## src/rtl/core_boot_pkg.sv

```systemverilog
// -----------------------------------------------------------------------------
// core_boot_pkg
// Shared types and constants for the PULPino boot/supervision sequencer.
//   state_t     : sequencer state encoding (also exported on state_o)
//   TRIP_CNT_W  : width of the saturating watchdog trip counter
//   max_u       : elaboration-time maximum, used to size the sequencing counter
// -----------------------------------------------------------------------------
package core_boot_pkg;

   typedef enum logic [2:0] {
      HOLD  = 3'd0,
      START = 3'd1,
      RUN   = 3'd2,
      LOAD  = 3'd3,
      TRIP  = 3'd4
   } state_t;

   localparam int unsigned TRIP_CNT_W = 8;

   function automatic int unsigned max_u(input int unsigned a, input int unsigned b);
      return (a > b) ? a : b;
   endfunction

endpackage

```

## src/rtl/core_boot_ctrl_heartbeat_wdt.sv

```systemverilog
// -----------------------------------------------------------------------------
// heartbeat_wdt
// Heartbeat watchdog: counts clk_clk cycles since the last heartbeat edge and
// flags expiry once the count reaches WDT_CYCLES-1 (where it saturates).
// Ports:
//   clk_clk       in  system clock
//   reset_reset_n in  synchronous active-low reset
//   clear         in  holds the counter at zero (sequencer not in RUN)
//   heartbeat_i   in  firmware heartbeat level, same clock domain
//   expired       out counter is saturated at WDT_CYCLES-1
// -----------------------------------------------------------------------------
module heartbeat_wdt #(
   parameter int unsigned WDT_CYCLES = 1000000
) (
   input  logic clk_clk,
   input  logic reset_reset_n,
   input  logic clear,
   input  logic heartbeat_i,
   output logic expired
);

   localparam int unsigned        WDT_W   = $clog2(WDT_CYCLES);
   localparam logic [WDT_W-1:0]   WDT_MAX = WDT_W'(WDT_CYCLES - 1);

   logic             hb_q;
   logic [WDT_W-1:0] wdt_cnt_q;
   logic [WDT_W-1:0] wdt_cnt_d;

   // Next count: restart on clear or on any heartbeat edge, otherwise saturate-count.
   always_comb begin
      wdt_cnt_d = wdt_cnt_q;
      if (clear || (heartbeat_i != hb_q)) begin
         wdt_cnt_d = '0;
      end else if (wdt_cnt_q != WDT_MAX) begin
         wdt_cnt_d = wdt_cnt_q + WDT_W'(1);
      end else begin
         wdt_cnt_d = wdt_cnt_q;
      end
   end

   // Heartbeat sample and counter registers.
   always_ff @(posedge clk_clk) begin
      if (!reset_reset_n) begin
         hb_q      <= 1'b0;
         wdt_cnt_q <= '0;
      end else begin
         hb_q      <= heartbeat_i;
         wdt_cnt_q <= wdt_cnt_d;
      end
   end

   assign expired = (wdt_cnt_q == WDT_MAX);

endmodule

```

## src/rtl/core_boot_ctrl.sv

```systemverilog
// -----------------------------------------------------------------------------
// core_boot_ctrl
// Boot and supervision sequencer for the PULPino core. Holds the core in reset,
// releases it, enables fetch, parks it while the JTAG loader owns memory, and
// re-boots it when the firmware heartbeat stalls.
// Ports:
//   clk_clk        in  system clock
//   reset_reset_n  in  synchronous active-low reset
//   load_req_i     in  loader requests the core be halted (level)
//   wdt_enable_i   in  allows watchdog expiry to re-boot the core
//   heartbeat_i    in  firmware heartbeat (gpio_out bit)
//   core_rst_n_o   out core reset, active low
//   fetch_enable_o out core fetch enable
//   boot_addr_o    out constant BOOT_ADDR
//   testmode_o     out constant 0
//   clock_gating_o out constant 0
//   state_o        out current state encoding
//   wdt_trip_o     out one-cycle pulse while in TRIP
//   trip_count_o   out saturating watchdog trip count
// -----------------------------------------------------------------------------
module core_boot_ctrl
   import core_boot_pkg::*;
#(
   parameter logic [31:0] BOOT_ADDR       = 32'h00008000,
   parameter int unsigned RST_HOLD_CYCLES = 16,
   parameter int unsigned FETCH_DELAY     = 8,
   parameter int unsigned WDT_CYCLES      = 1000000
) (
   input  logic                  clk_clk,
   input  logic                  reset_reset_n,
   input  logic                  load_req_i,
   input  logic                  wdt_enable_i,
   input  logic                  heartbeat_i,
   output logic                  core_rst_n_o,
   output logic                  fetch_enable_o,
   output logic [31:0]           boot_addr_o,
   output logic                  testmode_o,
   output logic                  clock_gating_o,
   output logic [2:0]            state_o,
   output logic                  wdt_trip_o,
   output logic [TRIP_CNT_W-1:0] trip_count_o
);

   localparam int unsigned      CNT_W      = $clog2(max_u(RST_HOLD_CYCLES, FETCH_DELAY) + 1);
   localparam logic [CNT_W-1:0] HOLD_LAST  = CNT_W'(RST_HOLD_CYCLES - 1);
   localparam logic [CNT_W-1:0] FETCH_LAST = CNT_W'(FETCH_DELAY - 1);
   localparam logic [TRIP_CNT_W-1:0] TRIP_MAX = {TRIP_CNT_W{1'b1}};

   state_t                state_q;
   state_t                state_d;
   logic [CNT_W-1:0]      cnt_q;
   logic [CNT_W-1:0]      cnt_d;
   logic [TRIP_CNT_W-1:0] trip_cnt_q;
   logic [TRIP_CNT_W-1:0] trip_cnt_d;
   logic                  wdt_clear;
   logic                  wdt_expired;

   // The watchdog only runs in RUN; holding it cleared elsewhere gives a fresh
   // count on every entry into RUN.
   assign wdt_clear = (state_q != RUN);

   heartbeat_wdt #(
      .WDT_CYCLES (WDT_CYCLES)
   ) u_wdt (
      .clk_clk       (clk_clk),
      .reset_reset_n (reset_reset_n),
      .clear         (wdt_clear),
      .heartbeat_i   (heartbeat_i),
      .expired       (wdt_expired)
   );

   // Next-state, sequencing counter and trip counter. load_req_i is tested
   // first so it wins over terminal counts and watchdog expiry.
   always_comb begin
      state_d    = state_q;
      cnt_d      = cnt_q;
      trip_cnt_d = trip_cnt_q;
      case (state_q)
         HOLD: begin
            if (load_req_i) begin
               state_d = LOAD;
               cnt_d   = '0;
            end else if (cnt_q == HOLD_LAST) begin
               state_d = START;
               cnt_d   = '0;
            end else begin
               cnt_d   = cnt_q + CNT_W'(1);
            end
         end
         START: begin
            if (load_req_i) begin
               state_d = LOAD;
               cnt_d   = '0;
            end else if (cnt_q == FETCH_LAST) begin
               state_d = RUN;
               cnt_d   = '0;
            end else begin
               cnt_d   = cnt_q + CNT_W'(1);
            end
         end
         RUN: begin
            cnt_d = '0;
            if (load_req_i) begin
               state_d = LOAD;
            end else if (wdt_enable_i && wdt_expired) begin
               state_d = TRIP;
               if (trip_cnt_q != TRIP_MAX) begin
                  trip_cnt_d = trip_cnt_q + TRIP_CNT_W'(1);
               end else begin
                  trip_cnt_d = trip_cnt_q;
               end
            end else begin
               state_d = RUN;
            end
         end
         LOAD: begin
            cnt_d = '0;
            if (!load_req_i) begin
               state_d = HOLD;
            end else begin
               state_d = LOAD;
            end
         end
         TRIP: begin
            // A trip always completes; a pending load is picked up from HOLD.
            state_d = HOLD;
            cnt_d   = '0;
         end
         default: begin
            state_d = HOLD;
            cnt_d   = '0;
         end
      endcase
   end

   // State, sequencing counter and trip counter registers.
   always_ff @(posedge clk_clk) begin
      if (!reset_reset_n) begin
         state_q    <= HOLD;
         cnt_q      <= '0;
         trip_cnt_q <= '0;
      end else begin
         state_q    <= state_d;
         cnt_q      <= cnt_d;
         trip_cnt_q <= trip_cnt_d;
      end
   end

   // Moore output decode from the registered state.
   always_comb begin
      core_rst_n_o   = 1'b0;
      fetch_enable_o = 1'b0;
      wdt_trip_o     = 1'b0;
      case (state_q)
         HOLD, LOAD: begin
            core_rst_n_o   = 1'b0;
            fetch_enable_o = 1'b0;
         end
         START: begin
            core_rst_n_o   = 1'b1;
            fetch_enable_o = 1'b0;
         end
         RUN: begin
            core_rst_n_o   = 1'b1;
            fetch_enable_o = 1'b1;
         end
         TRIP: begin
            wdt_trip_o     = 1'b1;
         end
         default: begin
            core_rst_n_o   = 1'b0;
            fetch_enable_o = 1'b0;
         end
      endcase
   end

   assign boot_addr_o    = BOOT_ADDR;
   assign testmode_o     = 1'b0;
   assign clock_gating_o = 1'b0;
   assign state_o        = state_q;
   assign trip_count_o   = trip_cnt_q;

endmodule
```

## config.mk

```make
export PLATFORM = sky130hd
export DESIGN_NAME = core_boot_ctrl
export DESIGN_NICKNAME = d
export VERILOG_FILES = /design/src/rtl/core_boot_pkg.sv /design/src/rtl/core_boot_ctrl_heartbeat_wdt.sv /design/src/rtl/core_boot_ctrl.sv
export SDC_FILE = /design/constraint.sdc
export NUM_CORES = 1
export LEC_CHECK = 0
export BUFFER_PORTS_ARGS = -buffer_cell sky130_fd_sc_hd__buf_2
export CAP_MARGIN = 10
export CORE_MARGIN = 4
export CORE_UTILIZATION = 47
export CTS_BUF_LIST = sky130_fd_sc_hd__clkbuf_4 sky130_fd_sc_hd__clkbuf_8 sky130_fd_sc_hd__clkbuf_16
export CTS_CLUSTER_SIZE = 8
export DETAILED_ROUTE_END_ITERATION = 8
export HOLD_SLACK_MARGIN = 0.12
export PLACE_DENSITY = 0.83
export SYNTH_ARGS = -nofsm -noshare
export SYNTH_HDL_FRONTEND = slang
export SYNTH_SLANG_ARGS = --single-unit
```

## constraint.sdc

```tcl
create_clock -name clk_clk -period 1.9 [get_ports clk_clk]
set_input_delay 0.285 -clock clk_clk [delete_from_list [all_inputs] [get_ports clk_clk]]
set_output_delay 0.285 -clock clk_clk [all_outputs]
set_load 0.02 [all_outputs]
```

* Word-level counts from Yosys, hierarchy flattened
Index checks and enable logic that the tools add are counted.
Operators by class: add/sub/neg operators 3, bitwise gates (word level) 2, reductions and logical operators 7, mux-type cells 16, equality and inequality tests 13
Operators with widths (count):
- 20-bit by 1-bit adder with 20-bit output, second input constant | 1
- 20-bit equality test, second input constant | 1
- 5-bit 2-to-1 mux | 4
- 20-bit != test, second input constant | 1
- 3-bit 2-to-1 mux | 6
- 3-bit case mux with 4 select lines | 1
- 5-bit case mux with 2 select lines | 1
- 8-bit by 1-bit adder with 8-bit output, second input constant | 1
- 8-bit != test, second input constant | 1
- 3-bit by 2-bit equality test with 1-bit output, second input constant | 2
- 3-bit != test, second input constant | 2
- 5-bit by 1-bit adder with 5-bit output, second input constant | 1
- 5-bit by 3-bit equality test with 1-bit output, second input constant | 1
- 5-bit by 4-bit equality test with 1-bit output, second input constant | 1
- 4-bit AND reduction | 1
- 2-bit OR reduction | 2
- 3-bit by 1-bit equality test with 1-bit output, second input constant | 1
- 3-bit equality test, second input constant | 1
- 3-bit logical NOT | 1
- 1-bit 2-to-1 mux | 3
- 3-bit by 2-bit != test with 1-bit output, second input constant | 1
- 2-bit 2-to-1 mux | 1
- 1-bit inverter | 2
- 2-bit AND reduction | 1
- 3 further kinds | 3
Storage, ports and cells: bits of input ports 5, logic and storage cells 46, register bits 37, output and inout port bits 48

* Longest topological paths before layout
depth in word-level cells 5, mapped depth 8, depth with buffers taken out 8

* Cells and area by module
From an unflattened synthesis, not the netlist that was laid out.
Second synthesis, totals: cell total of the unflattened synthesis 239, area, all modules 2057.0 µm²
By module, submodules not included:
- core_boot_ctrl | times used 1, seq. area each 320.3 µm², cells each 126, area an instance 1061.0 µm²
- heartbeat_wdt | times used 1, seq. area each 420.4 µm², cells each 113, area an instance 996.0 µm²

* Least setup slack after synthesis
Ideal clock, no wire load.
path kind register -> register, start register state_q[1] (netlist: state_o[1]), end register trip_cnt_q[7] (netlist: trip_count_o[7]), data required time 1.830 ns, period minus slack after synthesis 2.409 ns, path buffers 2, cell stages (with the launch flop) 8, slack -0.509 ns, library setup time 0.070 ns, arrival time 2.339 ns, path through dfxtp_1 > buf_2 > nor3b_2 > o21ai_1 > or4_1 > buf_2 > or4_1 > a21oi_1
Between the ends: word-level cells in the longest chain between the ends 2
RTL lines:
- start: declaration | line core_boot_ctrl.sv:49 | state_t state_q;
- start signal: assignment | line core_boot_ctrl.sv:143 | state_q <= state_d;
- 3-bit by 2-bit equality test with 1-bit output | line core_boot_ctrl.sv:78 | case (state_q)
- 4-bit AND reduction (no source line)
- end signal: assignment | line core_boot_ctrl.sv:145 | trip_cnt_q <= trip_cnt_d;
- end: declaration | line core_boot_ctrl.sv:53 | logic [TRIP_CNT_W-1:0] trip_cnt_q;
No other way between the ends. A chain may end at the register's enable or synchronous reset.

* Worst setup path in the final report
start register u_wdt.wdt_cnt_q[6], end register trip_cnt_q[7] (netlist: trip_count_o[7])
Between the ends: word-level cells in the longest chain between the ends 3
RTL lines:
- start: declaration | line core_boot_ctrl_heartbeat_wdt.sv:26 | logic [WDT_W-1:0] wdt_cnt_q;
- start signal: assignment | line core_boot_ctrl_heartbeat_wdt.sv:48 | wdt_cnt_q <= wdt_cnt_d;
- 20-bit equality test | line core_boot_ctrl_heartbeat_wdt.sv:52 | assign expired = (wdt_cnt_q == WDT_MAX);
- 1-bit logical AND | line core_boot_ctrl.sv:105 | end else if (wdt_enable_i && wdt_expired) begin
- 4-bit AND reduction (no source line)
No other way between the ends.

==> results by group <==
Clock network
  • CTS Buffer Depth: 2
  • Clk Latency, worst-skew pair: roughly 290 ps
  • Reg clk slew, reported paths: ~70 ps
  • Total clock buffers created by CTS: 5
  • H-tree levels: 2
  • CTS Root Cell: clkbuf_8
  • Sink Count: 37
  • CTS tree: yes
  • Hold-fix buffers, CTS: 0

Power
  • Sw frac: roughly a quarter
  • VDD IR max: around 0.47 mV
  • P_leak: between 1 and 1.5 nW
  • Psw: 0.392 mW
  • Comb power frac: a little over a tenth
  • Clock power share: between 30% and 40%
  • Int Power: ~1.2 mW
  • Sequential fraction of design power: approximately 51%
  • Power per cell area: 624 nW/µm²

Drt
  • Post-DRT Antenna Nets: 0
  • Drt initial violations: 65
  • Drt first pass iters: 4
  • Wire per inst: approximately 11 µm
  • Final wirelength: about 4 mm
  • DR vias/cell: 4.81
  • DRC viols: 0
  • Vias: 1689

Yosys
  • Area contributors post-synth: dfxtp_1, buf_4, nor2_1
  • Share of the yosys chip area belonging to registers: a little over a third
  • Synth Instances: approximately 240
  • EDFF count, synth: 0
  • Cell taking the most area after synthesis: dfxtp_1
  • Syn Area/Cell: about 8.4 µm²
  • Mapped Area: between 2000 and 2500 µm²
  • Main synth FF type: dfxtp_1
  • Yosys synthesis warning count: 0
  • Netlist cell types: 42
  • Share of the synthesized area in the top cell type: a little over a third
  • Async S/R FF share, synth: 0%
  • FF+latch count, synth: 37
  • Commonest cells in the synthesized netlist: dfxtp_1, buf_4, nor2_1
  • Top-count cell post-synth: dfxtp_1

STA
  • Fin crit share: 100%
  • Setup TNS: -13.7 ps
  • RSZ-0062 raised after global routing: yes
  • Clock Skew: roughly 8.4 ps
  • Final worst setup slack: -8.29 ps
  • Max Clk Rate: between 0.5 and 0.6 GHz
  • Final Max Tran Viols: 0
  • Hold Vio Cnt, Final: 0
  • Hold Slack: around 240 ps
  • Final setup violation count: 2
  • Min Tclk post-route: approximately 1900 ps

Hold path
  • Beginning of the worst hold path: heartbeat_i
  • Worst hold path endpoint: u_wdt.hb_q
  • WHS Path Cells: 2
  • Hold Path Class: input pin to register

Placed design
  • DP Wirelength: 2.98 mm
  • DP Area: between 2000 and 2500 µm²
  • Gpl congestion: 0.789
  • Port buffer count: 18
  • Placed insts: approximately 340

Status
  • Status: complete, but fails checks
  • Failing checks: setup timing

Die
  • Initial core utilization: between 40% and 50%
  • FP Rows: 23
  • Core Region: between 4000 and 5000 µm²
  • Horiz. Die Dim: 73.6 µm
  • Die height: about 74 µm
  • IO Pins: between 50 and 60
  • Die area: between 5000 and 6000 µm²

GRT
  • Vias in the first global route: between 1500 and 2000
  • Total grt overflow: 0
  • Pin count of the biggest net entering global routing: 21
  • Gr usage total: 15.9%
  • Initial antenna violation count: 0
  • First-pass GRT wire length: about 6.6 mm

Cells and area
  • Synthesis-to-layout area growth: 22.4%
  • Layout fillers: 378
  • Share of layout cells above drive strength 1: 27.2%
  • Net count, final: just over 300
  • Final instance area: about 2500 µm²
  • Ant diodes: 0
  • Post-Layout Cell Count: about 350

Setup path
  • Critical Path Start Type: register
  • Crit Path Category: register to register
  • Setup crit end kind: register
  • FF-to-FF Start: u_wdt.wdt_cnt_q[6]
  • Flop2flop setup slack: -8 ps
  • Largest fanout on the critical path: 8
  • Crit path required time: roughly 2100 ps
  • CP arrival: between 2000 and 2500 ps
  • R2r endpoint: trip_count_o[7]
  • Worst-case reg-to-reg path depth: 5

Flow run
  • # Max-Cap Violations: 0
-- worst max path at each step --
stage,start,end,depth (start not counted)
after floorplan,state_o[0],trip_count_o[7],7
after detailed placement,u_wdt.wdt_cnt_q[15],trip_count_o[5],5
final,u_wdt.wdt_cnt_q[6],trip_count_o[7],5
after CTS,u_wdt.wdt_cnt_q[6],trip_count_o[5],5
after global routing,u_wdt.wdt_cnt_q[12],trip_count_o[7],5
after global placement,u_wdt.wdt_cnt_q[15],trip_count_o[7],5
-- layout by cell type (no fill, tap or decap), drive strengths merged, types with 7 or more instances in the layout --
cell    instances
clkbuf          8
buf            60
dfxtp          37
nand3          10
nand2          20
a21oi           7
xnor2           9
inv             8
nor2           34
conb           34
xor2           14
-- metal layers --
metal  wire length [µm]  vias up  global-route usage, %
met4                 74        0                   7.44
met3                263        8                   5.47
met5                  0        -                      0
li1                   -      860                      -
met2               1970       47                   27.8
met1               1700      774                   16.9
-- cell families (layout without fill, tap and decap cells) --
group           count (synthesis)  after routing  synth area share, %
mux                             4              4                 1.98
compound gates                 20             20                 6.25
simple gates                  102            102                 26.1
other cells                     2             34                0.371
fa+ha+maj                       5              5                 3.09
flops                          37             37                 36.6
buf+inv                        49             76                 15.6
xor+xnor                       23             23                 9.96
-- layout make-up --
cell class	instances	area (µm²)	area share (%)
clock buffer	8	97.6	3.94
sequential	37	751	30.3
inverter	8	30.0	1.21
tap	50	62.6	2.53
multi-input combinational	188	1130	45.6
timing repair buffer	60	405	16.4
-- registers in the layout, summed over array words and instances (netlist names) --
signal	count
state_o	3
u_wdt.wdt_cnt_q	20
trip_count_o	8
cnt_q	5
u_wdt.hb_q	1
-- per-stage QoR --
| step | power, mW | util (%) | worst slack [ps] |
|---|---|---|---|
| after floorplan | 0.993 | - | -235 |
| after global placement | 0.967 | 57.0 | -107 |
| after detailed placement | 0.969 | 57.0 | -176 |
| after CTS | 1.56 | 60.0 | -51.0 |
| after global routing | 1.62 | 60.6 | -106 |
| final | 1.55 | 60.6 | -8.29 |
-- repair_timing --
item,in CTS,in global routing
gates resized for setup,4,4
endpoints found under the setup margin,4,5
buffers inserted,1,0
gates cloned,0,0
pin swaps,3,3
hold endpoints to repair,0,0
-- critical path, stage by stage, from the launching register on --
cell	delay, ps
dfxtp_2	330
nor4bb_4	290
nand2_2	100
or4_4	570
or4_1	420
a21oi_1	130
-- power by group through the flow --
stage	Clock [mW]	Sequential, mW	Combinational [mW]
floorplan	0	0.813	0.180
global placement	0	0.807	0.160
detailed placement	0	0.808	0.162
CTS	0.609	0.790	0.163
global route	0.647	0.790	0.180
finish	0.591	0.790	0.165
Note: power is estimated with default switching activity, not from simulation.
